## src/rtl/vx_csa_accum_pkg.sv

```systemverilog
// ---------------------------------------------------------------------------
// vx_csa_accum_pkg
//   Shared definitions for the carry-save accumulator:
//     - group FSM state encodings
//     - compression-tree geometry helpers (operand count per level, level
//       count, and placement of pipeline register slices between levels)
//   No ports; imported by vx_csa_accum and vx_csa_accum_stage.
// ---------------------------------------------------------------------------
package vx_csa_accum_pkg;

   localparam logic [0:0] ST_IDLE  = 1'b0;
   localparam logic [0:0] ST_ACCUM = 1'b1;

   // Operand count after one compression level: every full group of four
   // becomes a pair, a remainder of three becomes a pair, a remainder of one
   // or two passes through untouched.
   function automatic int csa_next_cnt(input int n);
      int r;
      if (n <= 2) return n;
      r = n % 4;
      return 2 * (n / 4) + ((r == 3) ? 2 : r);
   endfunction

   // Operand count entering level lvl (lvl = 0 is the raw beat).
   function automatic int csa_cnt_at(input int n, input int lvl);
      int c;
      c = n;
      for (int i = 0; i < lvl; i++) c = csa_next_cnt(c);
      return c;
   endfunction

   // Number of levels needed to reduce n operands to a sum/carry pair.
   function automatic int csa_levels(input int n);
      int c;
      int l;
      c = n;
      l = 0;
      while (c > 2) begin
         c = csa_next_cnt(c);
         l++;
      end
      return l;
   endfunction

   // True when a register slice follows level k (1-based). Slices are spread
   // as evenly as integer division allows; with pipe >= 1 the last level is
   // always registered so the accumulate stage sees a registered pair.
   function automatic bit csa_slice_after(input int k, input int pipe, input int levels);
      if (levels == 0 || pipe <= 0) return 1'b0;
      return ((k * pipe) / levels) > (((k - 1) * pipe) / levels);
   endfunction

endpackage

```

## src/rtl/vx_csa_accum_stage.sv

```systemverilog
// ---------------------------------------------------------------------------
// vx_csa_accum_stage
//   One purely combinational carry-save compression level. Groups of four
//   inputs go through a 4:2 compressor (two chained 3:2 adders), a leftover
//   group of three through a single 3:2, and one or two leftovers pass
//   through. All arithmetic is ACC_W bits wide; carries shifted out of the
//   MSB are dropped, which keeps the sum exact modulo 2^ACC_W.
//   Ports:
//     data_in   in   IN_CNT  x ACC_W   operands of this level
//     data_out  out  OUT_CNT x ACC_W   reduced operands
// ---------------------------------------------------------------------------
module vx_csa_accum_stage
   import vx_csa_accum_pkg::*;
#(
   parameter int IN_CNT  = 4,
   parameter int ACC_W   = 32,
   parameter int OUT_CNT = csa_next_cnt(IN_CNT)
) (
   input  logic [IN_CNT-1:0][ACC_W-1:0]  data_in,
   output logic [OUT_CNT-1:0][ACC_W-1:0] data_out
);

   localparam int G4  = IN_CNT / 4;
   localparam int REM = IN_CNT % 4;

   function automatic logic [ACC_W-1:0] maj(input logic [ACC_W-1:0] a,
                                            input logic [ACC_W-1:0] b,
                                            input logic [ACC_W-1:0] c);
      return (a & b) | (a & c) | (b & c);
   endfunction

   genvar gi;
   generate
      for (gi = 0; gi < G4; gi++) begin : c42_g
         logic [ACC_W-1:0] s1;
         logic [ACC_W-1:0] k1;
         assign s1 = data_in[4*gi] ^ data_in[4*gi+1] ^ data_in[4*gi+2];
         assign k1 = maj(data_in[4*gi], data_in[4*gi+1], data_in[4*gi+2]) << 1;
         assign data_out[2*gi]   = s1 ^ k1 ^ data_in[4*gi+3];
         assign data_out[2*gi+1] = maj(s1, k1, data_in[4*gi+3]) << 1;
      end

      if (REM == 3) begin : c32_g
         assign data_out[2*G4]   = data_in[4*G4] ^ data_in[4*G4+1] ^ data_in[4*G4+2];
         assign data_out[2*G4+1] = maj(data_in[4*G4], data_in[4*G4+1], data_in[4*G4+2]) << 1;
      end else begin : pass_g
         for (gi = 0; gi < REM; gi++) begin : p_g
            assign data_out[2*G4+gi] = data_in[4*G4+gi];
         end
      end
   endgenerate

endmodule

```

## src/rtl/vx_csa_accum.sv

```systemverilog
// ---------------------------------------------------------------------------
// vx_csa_accum
//   Pipelined multi-beat carry-save accumulator. Each accepted beat of N
//   operands is registered, compressed to a sum/carry pair through a tree of
//   vx_csa_accum_stage levels (PIPE register slices spread across the tree),
//   folded into a redundant accumulator by one more 4:2 stage, and on the
//   group's last beat a single carry-propagate add produces the result.
//   Latency from beat acceptance cycle t to valid_out is t+PIPE+2.
//
//   Ports:
//     clk, reset             clock, synchronous active-high reset
//     valid_in/ready_in      beat handshake (ready_in = not stalled)
//     first_in, last_in      group delimiters of the beat
//     operands [N][W]        beat operands
//     valid_out/ready_out    result handshake, result held until accepted
//     result [ACC_W]         group sum modulo 2^ACC_W
//     beats_out [CNT_W]      beats in the group, saturating
//   Optional (macro CSA_ACCUM_PERF_EN):
//     perf_groups [32]       results handed off, wraps
//     perf_stalls [32]       cycles with valid_in while not ready, wraps
// ---------------------------------------------------------------------------
module vx_csa_accum
   import vx_csa_accum_pkg::*;
#(
   parameter int N      = 16,
   parameter int W      = 8,
   parameter int SIGNED = 0,
   parameter int PIPE   = 1,
   parameter int ACC_W  = 32,
   parameter int CNT_W  = 16
) (
   input  logic                  clk,
   input  logic                  reset,
   input  logic                  valid_in,
   output logic                  ready_in,
   input  logic                  first_in,
   input  logic                  last_in,
   input  logic [N-1:0][W-1:0]   operands,
   output logic                  valid_out,
   input  logic                  ready_out,
   output logic [ACC_W-1:0]      result,
   output logic [CNT_W-1:0]      beats_out
`ifdef CSA_ACCUM_PERF_EN
   ,
   output logic [31:0]           perf_groups,
   output logic [31:0]           perf_stalls
`endif
);

   localparam int LEVELS = csa_levels(N);

   typedef struct packed {
      logic [ACC_W-1:0] sum;
      logic [ACC_W-1:0] carry;
   } csa_pair_t;

   // A held result that downstream has not taken freezes the whole pipe.
   logic stall;
   logic valid_out_reg;
   assign stall    = valid_out_reg & ~ready_out;
   assign ready_in = ~stall;

   // ---------------- input register ----------------
   logic                 in_valid_reg;
   logic                 in_first_reg;
   logic                 in_last_reg;
   logic [N-1:0][W-1:0]  in_ops_reg;

   always_ff @(posedge clk) begin
      if (reset) begin
         in_valid_reg <= 1'b0;
         in_first_reg <= 1'b0;
         in_last_reg  <= 1'b0;
         in_ops_reg   <= '0;
      end else if (!stall) begin
         in_valid_reg <= valid_in;
         in_first_reg <= first_in;
         in_last_reg  <= last_in;
         in_ops_reg   <= operands;
      end
   end

   // ---------------- operand extension ----------------
   logic [N-1:0][ACC_W-1:0] ext_ops;

   genvar gi;
   generate
      for (gi = 0; gi < N; gi++) begin : ext_g
         if (SIGNED != 0) begin : s_g
            assign ext_ops[gi] = {{(ACC_W-W){in_ops_reg[gi][W-1]}}, in_ops_reg[gi]};
         end else begin : u_g
            assign ext_ops[gi] = {{(ACC_W-W){1'b0}}, in_ops_reg[gi]};
         end
      end
   endgenerate

   // ---------------- compression tree ----------------
   logic [ACC_W-1:0] tree_s;
   logic [ACC_W-1:0] tree_c;
   logic             tree_valid;
   logic             tree_first;
   logic             tree_last;

   generate
      for (gi = 0; gi < LEVELS; gi++) begin : lvl_g
         localparam int IN_CNT  = csa_cnt_at(N, gi);
         localparam int OUT_CNT = csa_cnt_at(N, gi + 1);

         logic [IN_CNT-1:0][ACC_W-1:0]  d_in;
         logic [OUT_CNT-1:0][ACC_W-1:0] d_comb;
         logic [OUT_CNT-1:0][ACC_W-1:0] q_data;
         logic lvl_valid_in, lvl_first_in, lvl_last_in;
         logic lvl_valid, lvl_first, lvl_last;

         if (gi == 0) begin : src_g
            assign d_in         = ext_ops;
            assign lvl_valid_in = in_valid_reg;
            assign lvl_first_in = in_first_reg;
            assign lvl_last_in  = in_last_reg;
         end else begin : src_g
            assign d_in         = lvl_g[gi-1].q_data;
            assign lvl_valid_in = lvl_g[gi-1].lvl_valid;
            assign lvl_first_in = lvl_g[gi-1].lvl_first;
            assign lvl_last_in  = lvl_g[gi-1].lvl_last;
         end

         vx_csa_accum_stage #(
            .IN_CNT  (IN_CNT),
            .ACC_W   (ACC_W),
            .OUT_CNT (OUT_CNT)
         ) u_stage (
            .data_in  (d_in),
            .data_out (d_comb)
         );

         if (csa_slice_after(gi + 1, PIPE, LEVELS)) begin : slice_g
            always_ff @(posedge clk) begin
               if (reset) begin
                  lvl_valid <= 1'b0;
                  lvl_first <= 1'b0;
                  lvl_last  <= 1'b0;
                  q_data    <= '0;
               end else if (!stall) begin
                  lvl_valid <= lvl_valid_in;
                  lvl_first <= lvl_first_in;
                  lvl_last  <= lvl_last_in;
                  q_data    <= d_comb;
               end
            end
         end else begin : wire_g
            assign lvl_valid = lvl_valid_in;
            assign lvl_first = lvl_first_in;
            assign lvl_last  = lvl_last_in;
            assign q_data    = d_comb;
         end
      end

      if (LEVELS == 0) begin : tree_out_g
         assign tree_s     = ext_ops[0];
         assign tree_c     = ext_ops[1];
         assign tree_valid = in_valid_reg;
         assign tree_first = in_first_reg;
         assign tree_last  = in_last_reg;
      end else begin : tree_out_g
         assign tree_s     = lvl_g[LEVELS-1].q_data[0];
         assign tree_c     = lvl_g[LEVELS-1].q_data[1];
         assign tree_valid = lvl_g[LEVELS-1].lvl_valid;
         assign tree_first = lvl_g[LEVELS-1].lvl_first;
         assign tree_last  = lvl_g[LEVELS-1].lvl_last;
      end
   endgenerate

   // ---------------- accumulate stage ----------------
   logic [0:0]              state_reg;
   logic [0:0]              state_next;
   csa_pair_t               acc_reg;
   csa_pair_t               acc_next;
   logic [CNT_W-1:0]        cnt_reg;
   logic [CNT_W-1:0]        cnt_next;
   logic                    opening;
   logic [3:0][ACC_W-1:0]   acc_in;
   logic [1:0][ACC_W-1:0]   acc_out;
   logic [ACC_W-1:0]        cpa_sum;
   logic [ACC_W-1:0]        result_reg;
   logic [CNT_W-1:0]        beats_reg;

   // A first beat, or any beat arriving while no group is open, starts from
   // an empty accumulator; a first beat in ACCUM silently drops the partial.
   assign opening   = tree_first | (state_reg == ST_IDLE);
   assign acc_in[0] = opening ? '0 : acc_reg.sum;
   assign acc_in[1] = opening ? '0 : acc_reg.carry;
   assign acc_in[2] = tree_s;
   assign acc_in[3] = tree_c;

   vx_csa_accum_stage #(
      .IN_CNT  (4),
      .ACC_W   (ACC_W),
      .OUT_CNT (2)
   ) u_acc_stage (
      .data_in  (acc_in),
      .data_out (acc_out)
   );

   assign acc_next.sum   = acc_out[0];
   assign acc_next.carry = acc_out[1];
   assign cpa_sum        = acc_out[0] + acc_out[1];
   assign state_next     = tree_last ? ST_IDLE : ST_ACCUM;
   assign cnt_next       = opening ? CNT_W'(1)
                         : ((cnt_reg == '1) ? cnt_reg : cnt_reg + 1'b1);

   always_ff @(posedge clk) begin
      if (reset) begin
         state_reg     <= ST_IDLE;
         acc_reg       <= '0;
         cnt_reg       <= '0;
         valid_out_reg <= 1'b0;
         result_reg    <= '0;
         beats_reg     <= '0;
      end else if (!stall) begin
         if (tree_valid) begin
            acc_reg   <= acc_next;
            cnt_reg   <= cnt_next;
            state_reg <= state_next;
         end
         // Not stalled means any held result is being taken this cycle, so
         // a new last beat can replace it directly.
         if (tree_valid && tree_last) begin
            result_reg    <= cpa_sum;
            beats_reg     <= cnt_next;
            valid_out_reg <= 1'b1;
         end else if (ready_out) begin
            valid_out_reg <= 1'b0;
         end
      end
   end

   assign valid_out = valid_out_reg;
   assign result    = result_reg;
   assign beats_out = beats_reg;

`ifdef CSA_ACCUM_PERF_EN
   logic [31:0] perf_groups_reg;
   logic [31:0] perf_stalls_reg;

   always_ff @(posedge clk) begin
      if (reset) begin
         perf_groups_reg <= '0;
         perf_stalls_reg <= '0;
      end else begin
         if (valid_out_reg && ready_out) perf_groups_reg <= perf_groups_reg + 32'd1;
         if (valid_in && stall)          perf_stalls_reg <= perf_stalls_reg + 32'd1;
      end
   end

   assign perf_groups = perf_groups_reg;
   assign perf_stalls = perf_stalls_reg;
`endif

endmodule
```

## config.mk

```make
export PLATFORM = sky130hd
export DESIGN_NAME = vx_csa_accum
export DESIGN_NICKNAME = d
export VERILOG_FILES = /design/src/rtl/vx_csa_accum_pkg.sv /design/src/rtl/vx_csa_accum_stage.sv /design/src/rtl/vx_csa_accum.sv
export SDC_FILE = /design/constraint.sdc
export NUM_CORES = 1
export LEC_CHECK = 0
export CORE_MARGIN = 3
export CORE_UTILIZATION = 57
export DETAILED_ROUTE_END_ITERATION = 12
export GPL_TIMING_DRIVEN = 0
export PLACE_DENSITY = 0.81
export RECOVER_POWER = 100
export SLEW_MARGIN = 20
export SYNTH_ARGS = -nofsm -noshare
export SYNTH_HDL_FRONTEND = slang
export SYNTH_SLANG_ARGS = --single-unit
```

## constraint.sdc

```tcl
create_clock -name clk -period 6.04 [get_ports clk]
set_input_delay 1.812 -clock clk [delete_from_list [all_inputs] [get_ports clk]]
set_output_delay 1.812 -clock clk [all_outputs]
set_load 0.01 [all_outputs]
```

==> Word-level counts from Yosys, hierarchy flattened <==
Cells that the tools add are included.
{ "word_totals": {"register_bits": 326, "elab_cells": 163, "out_inout_bits": 50, "in_bits": 134} }
{ "op_classes": {"reduce_logical": 5, "n_eq_ne": 1, "n_bitwise": 117, "mux": 7, "addsub": 2} }
{ "ops": {"columns": ["operator", "count"], "rows": [
  ["$and A31 B31 Y31", 28],
  ["$or A31 B31 Y31", 28],
  ["$xor A32 B32 Y32", 19],
  ["$and A31 B8 Y31", 8],
  ["$xor A32 B8 Y32", 4],
  ["$or A31 B8 Y31", 4],
  ["$and A8 B8 Y8", 12],
  ["$mux W32", 2],
  ["$xor A8 B8 Y8", 8],
  ["$add A32 B32 Y32", 1],
  ["$mux W16", 2],
  ["$xor A8 B32 Y32", 1],
  ["$add A16 B1 Y16 const B", 1],
  ["$eq A16 B16 Y1 const B", 1],
  ["$reduce_and A2 Y1", 3],
  ["$mux W1", 3],
  ["$not A1 Y1", 3],
  ["$reduce_bool A2 Y1", 1],
  ["$and A1 B1 Y1", 1],
  ["$logic_and A1 B1 Y1", 1],
  ["$or A1 B1 Y1", 1]
]} }

==> Longest topological paths before layout <==
{ "logic_depth": {"depth_word": 18, "mapped_depth": 17, "ltp_nobuf": 14} }

==> Cells and area by module <==
From an unflattened synthesis, not the netlist that was laid out.
{ "unflattened": {"cells_unflattened": 2336, "area_unflattened_um2": 24051.8} }
{ "by_module_without_submodules": {"columns": ["mod", "cells_each", "seq_area_each_um2", "area_per_inst_um2", "n_inst"], "rows": [
  ["vx_csa_accum", 1804, 6566.3, 13787.0, 1],
  ["vx_csa_accum_stage at lvl_g[0].u_stage", 265, 0.0, 5128.7, 1],
  ["vx_csa_accum_stage at lvl_g[2].u_stage ...", 67, 0.0, 1285.0, 2],
  ["vx_csa_accum_stage at lvl_g[1].u_stage", 133, 0.0, 2566.2, 1]
]} }

==> Worst setup path before layout <==
No wires, ideal clock.
{ "synth_timing": {"kind": "in2out", "startpoint": "in ready_out", "endpoint": "out ready_in", "setup_slack_ns": 1.747, "n_path_buf": 2, "path_stages": 4, "t_required_ns": 4.228, "arrival_ns": 2.481, "path_cell_list": "nor2b_1 -> clkbuf_1 -> inv_2 -> clkbuf_1"} }
{ "synth_via": {"elab_chain_len": 3} }
{ "synth_lines": {"columns": ["item", "line", "source"], "rows": [
  ["start, declared", "vx_csa_accum.sv:40", "input logic ready_out,"],
  ["$not A1 Y1", "vx_csa_accum.sv:60", "assign stall = valid_out_reg & ~ready_out;"],
  ["$and A1 B1 Y1", "vx_csa_accum.sv:60", null],
  ["$not A1 Y1 (no line)", null, null],
  ["end, declared", "vx_csa_accum.sv:35", "output logic ready_in,"]
]} }
Every way passes these cells.

==> Final worst setup path <==
Same ends and word-level chain as after synthesis.

==> impl_metrics.toml <==
[power]
p_leak_nw = 8.327
ir_worst_vdd_mv = 0.1982
powerDensity_nw_per_um2 = 295.4
power_frac_clock = 0.330
power_frac_seq = 0.362
pwr-share-comb = 0.307
p_sw_frac = 0.3216
power.switching_mw = 1.821
intPower_mw = 3.842

[worst_setup_path]
crit_slowest_cell = "clkbuf_1"
crit_path_frequent_cell = "clkdlybuf4s50_1"
end_kind = "output port"
cp_max_fo = 17
cp_top_family = "buffers and inverters"
worstRegToRegCells = 15
path_cells = "clkdlybuf4s50_1, nor2b_1, clkbuf_1, inv_2, clkdlybuf4s50_1"
cp.depth = 5
cp-start-kind = "input port"
arrival_ps = 3980
worstSetupPathType = "input port to output port"
critPathMaxStageDelay_ps = 680
worst-endpoint-required_ps = 4230
critPathBufInv = 4

[placed_design]
dpl_cell_area_um2 = 18240
gp_congestion = 0.8931
io_buffers = 182
dp_hpwl_um = 34260
pre_cts_slack_ps = 58.55

[clock_network]
clock_path_buffers = 3
cts-buffers-inserted = 30
h-tree-depth = 1
path_clk_slew_ps = 60
postCtsSetupBuffers = 0
clock_latency_ps = 570
numClockSinks = 282
cts_tree = "built"
cts_root_buf = "clkbuf_16"

[grt]
grt_pass1_vias = 14669
overflow = 0
grt_pass1_wl_um = 74710
grt_max_degree = 16
antenna_found_initial = 0
globalRouteTotalUtil = 0.3024

[timing]
fin_tns_setup_ps = 0
hold_ws_ps = 449.1
setup_viol = 0
max_freq_ghz = 0.1726
finClkSkew_ps = 15.26
period_minus_slack_ps = 5794
max_slew.worst_pin.slew_ps = 1127
min_period_over_period = 0.9592
rsz0062_at_grt = "no"
slew_headroom = 0.2457
report.final.slew_viol_count = 0
fin_ws_ps = 246.3
hold_viol = 0

[logic_synthesis]
yosys.area_share.adder = 0.2237
synth_compound_area_frac = 0.1407
yosysWarnings = 0
synth_edf_count = 0
synth.area.mux_share = 0.003216
ys_seq_elements = 282
synth_cell_type_count = 66
syn_nets = 2274
syn_area_per_cell_um2 = 8.260
synth-seq-area-share = 0.3539
synthCells = 1931
synthFlopType = "dfxtp_1"
async_reset_ff_frac = 0
synth_top_family_by_area = "adder cells"
netlist_area_um2 = 15950
synth-simple-area-share = 0.1850
synth-xor-area-share = 0.02032

[min_path]
hold_class = "flip-flop to flip-flop"
worstHoldPathCells = 2

[finish]
register_area_um2 = 5645
largest_reg_flops = 128
fin_nets = 2487
postLayoutCellArea_um2 = 19170
antenna_cells = 0
num-fill-cells = 2097
multi_input_area_um2 = 9094
drive_above_1_share = 0.02587
final_core_util = 0.7035
area_growth_syn_to_layout_pct = 20.19

[floorplan]
initial_core_util = 0.5853
die-area_um2 = 30030
die_h_um = 173.3
num_io_pins = 184
rows = 60
core_area_um2 = 27250
die_x_um = 173.3

[route]
num_vias = 14092
drt_wl_total_um = 45490
detail_route.wl_per_cell_um = 17.93
via_per_inst = 5.555
drt_iter0_drc = 1118
drc = 0
drt_pass1_iterations = 9
final_antenna_net_count = 0

[outcome]
status = "complete, no violations"

[run]
maxCapViolCount = 0
## synthesized netlist by cell type, types with 2 or more instances
cell      count  area, um^2
buf_2         2       10.01
a21oi_1     270        1351
nand4_1       8       50.05
a21o_1       14       105.1
dfxtp_1     282        5645
a22oi_1       5       37.54
and4_1        4       35.03
mux2i_1       4       40.04
o211ai_1      6       45.04
ha_1         82        1026
nand3b_1      2       15.01
a211o_1       2       17.52
o21a_1        5       37.54
nor2b_1       3       18.77
nand3_1      30       150.1
or2_2         2       12.51
inv_1       202       758.2
nor4_1        2       12.51
a41oi_1       2       17.52
o22ai_1       3       18.77
o21bai_1      4       30.03
nor2_1       53       198.9
or3_1         2       12.51
nand2b_1      3       18.77
and3_1        7       43.79
clkbuf_1     93       349.1
a32o_1        2       20.02
nand2_1     501        1881
nor3_1       10       50.05
fa_1        127        2542
a31oi_1       3       18.77
buf_1         8       30.03
o21ai_0      46       230.2
and2_1       57       356.6
xor2_1       18       157.7
a311oi_1      2       17.52
xnor2_1      19       166.4
or4_1         3       22.52
a211oi_1     16       120.1
## stage by stage
step | total power, mW | instances
5_1_grt | 6.011 | 2537
4_1_cts | 5.679 | 2538
6_report | 5.663 | 2537
3_5_place_dp | 3.765 | 2485
2_1_floorplan | 3.244 | 1931
3_3_place_gp | 3.713 | 2485
## cell type report
type,instances,area share
plain buffers,103,0.02069
clock buffers,46,0.04490
clock inverters,7,0.006331
inverters,204,0.03994
multi-input cells,1341,0.4744
flip-flops and latches,282,0.2945
well taps,372,0.02428
repair buffers,182,0.09503
## cells in the final DEF (no fill, tap or decap), types with 16 or more instances in the layout
master and count:
nand3_1 30, nor2_1 53, fa_1 127, a21oi_1 270, o21ai_0 47, xnor2_1 19, nand2_1 501, clkbuf_1 104
inv_1 202, and2_1 54, xor2_1 18, ha_1 82, a211oi_1 16, dlygate4sd3_1 49, clkdlybuf4s50_1 133, dfxtp_1 282
clkbuf_16 30
## power groups by stage
stage                     clock network [mW]  registers (mW)  logic (mW)
final                                   1.87            2.05        1.74
after global routing                    1.95            2.06        2.00
after CTS                               1.88            2.05        1.75
after detailed placement                   0            2.09        1.68
after global placement                     0            2.08        1.63
after floorplan                            0            2.07        1.17
## kinds of logic (layout without fill, tap and decap cells)
| family | count (synthesis) | in the layout |
|---|---|---|
| AOI/OAI and AO/OA | 395 | 395 |
| buffers and inverters | 308 | 542 |
| muxes | 5 | 5 |
| adders and majority gates | 209 | 209 |
| and+or+nand+nor | 695 | 695 |
| xor gates and xnor gates | 37 | 37 |
| DFF | 282 | 282 |
## per-layer routing
layer | track usage | vias up | share of wire
met1 | 0.3938 | 6729 | 0.41
met5 | 0 | - | 0
li1 | - | 6630 | -
met3 | 0.05388 | 136 | 0.074
met4 | 0.1122 | 0 | 0.043
met2 | 0.5063 | 597 | 0.47
## final timing paths
check | startpoint | end | slack [ps]
worst max-delay path | ready_out | ready_in | 250
worst min-delay path | result[17] | result[17] | 450
worst max register to register | lvl_g[2].lvl_first | result[30] | 440
worst min register to register | result[17] | result[17] | 450
## worst min-delay path, delay by kind of cell, from the launching register on
| kind | cells | cell delay, ps |
|---|---|---|
| AOI/OAI and AO/OA | 1 | 50 |
| DFF | 1 | 300 |
| and+or+nand+nor | 1 | 50 |
## timing repair
action | CTS | global route
hold buffers | 0 | 0
endpoints found under the setup margin | 0 | 1
gates resized for setup | 0 | 0
Note: power is estimated with default switching activity, not from simulation.
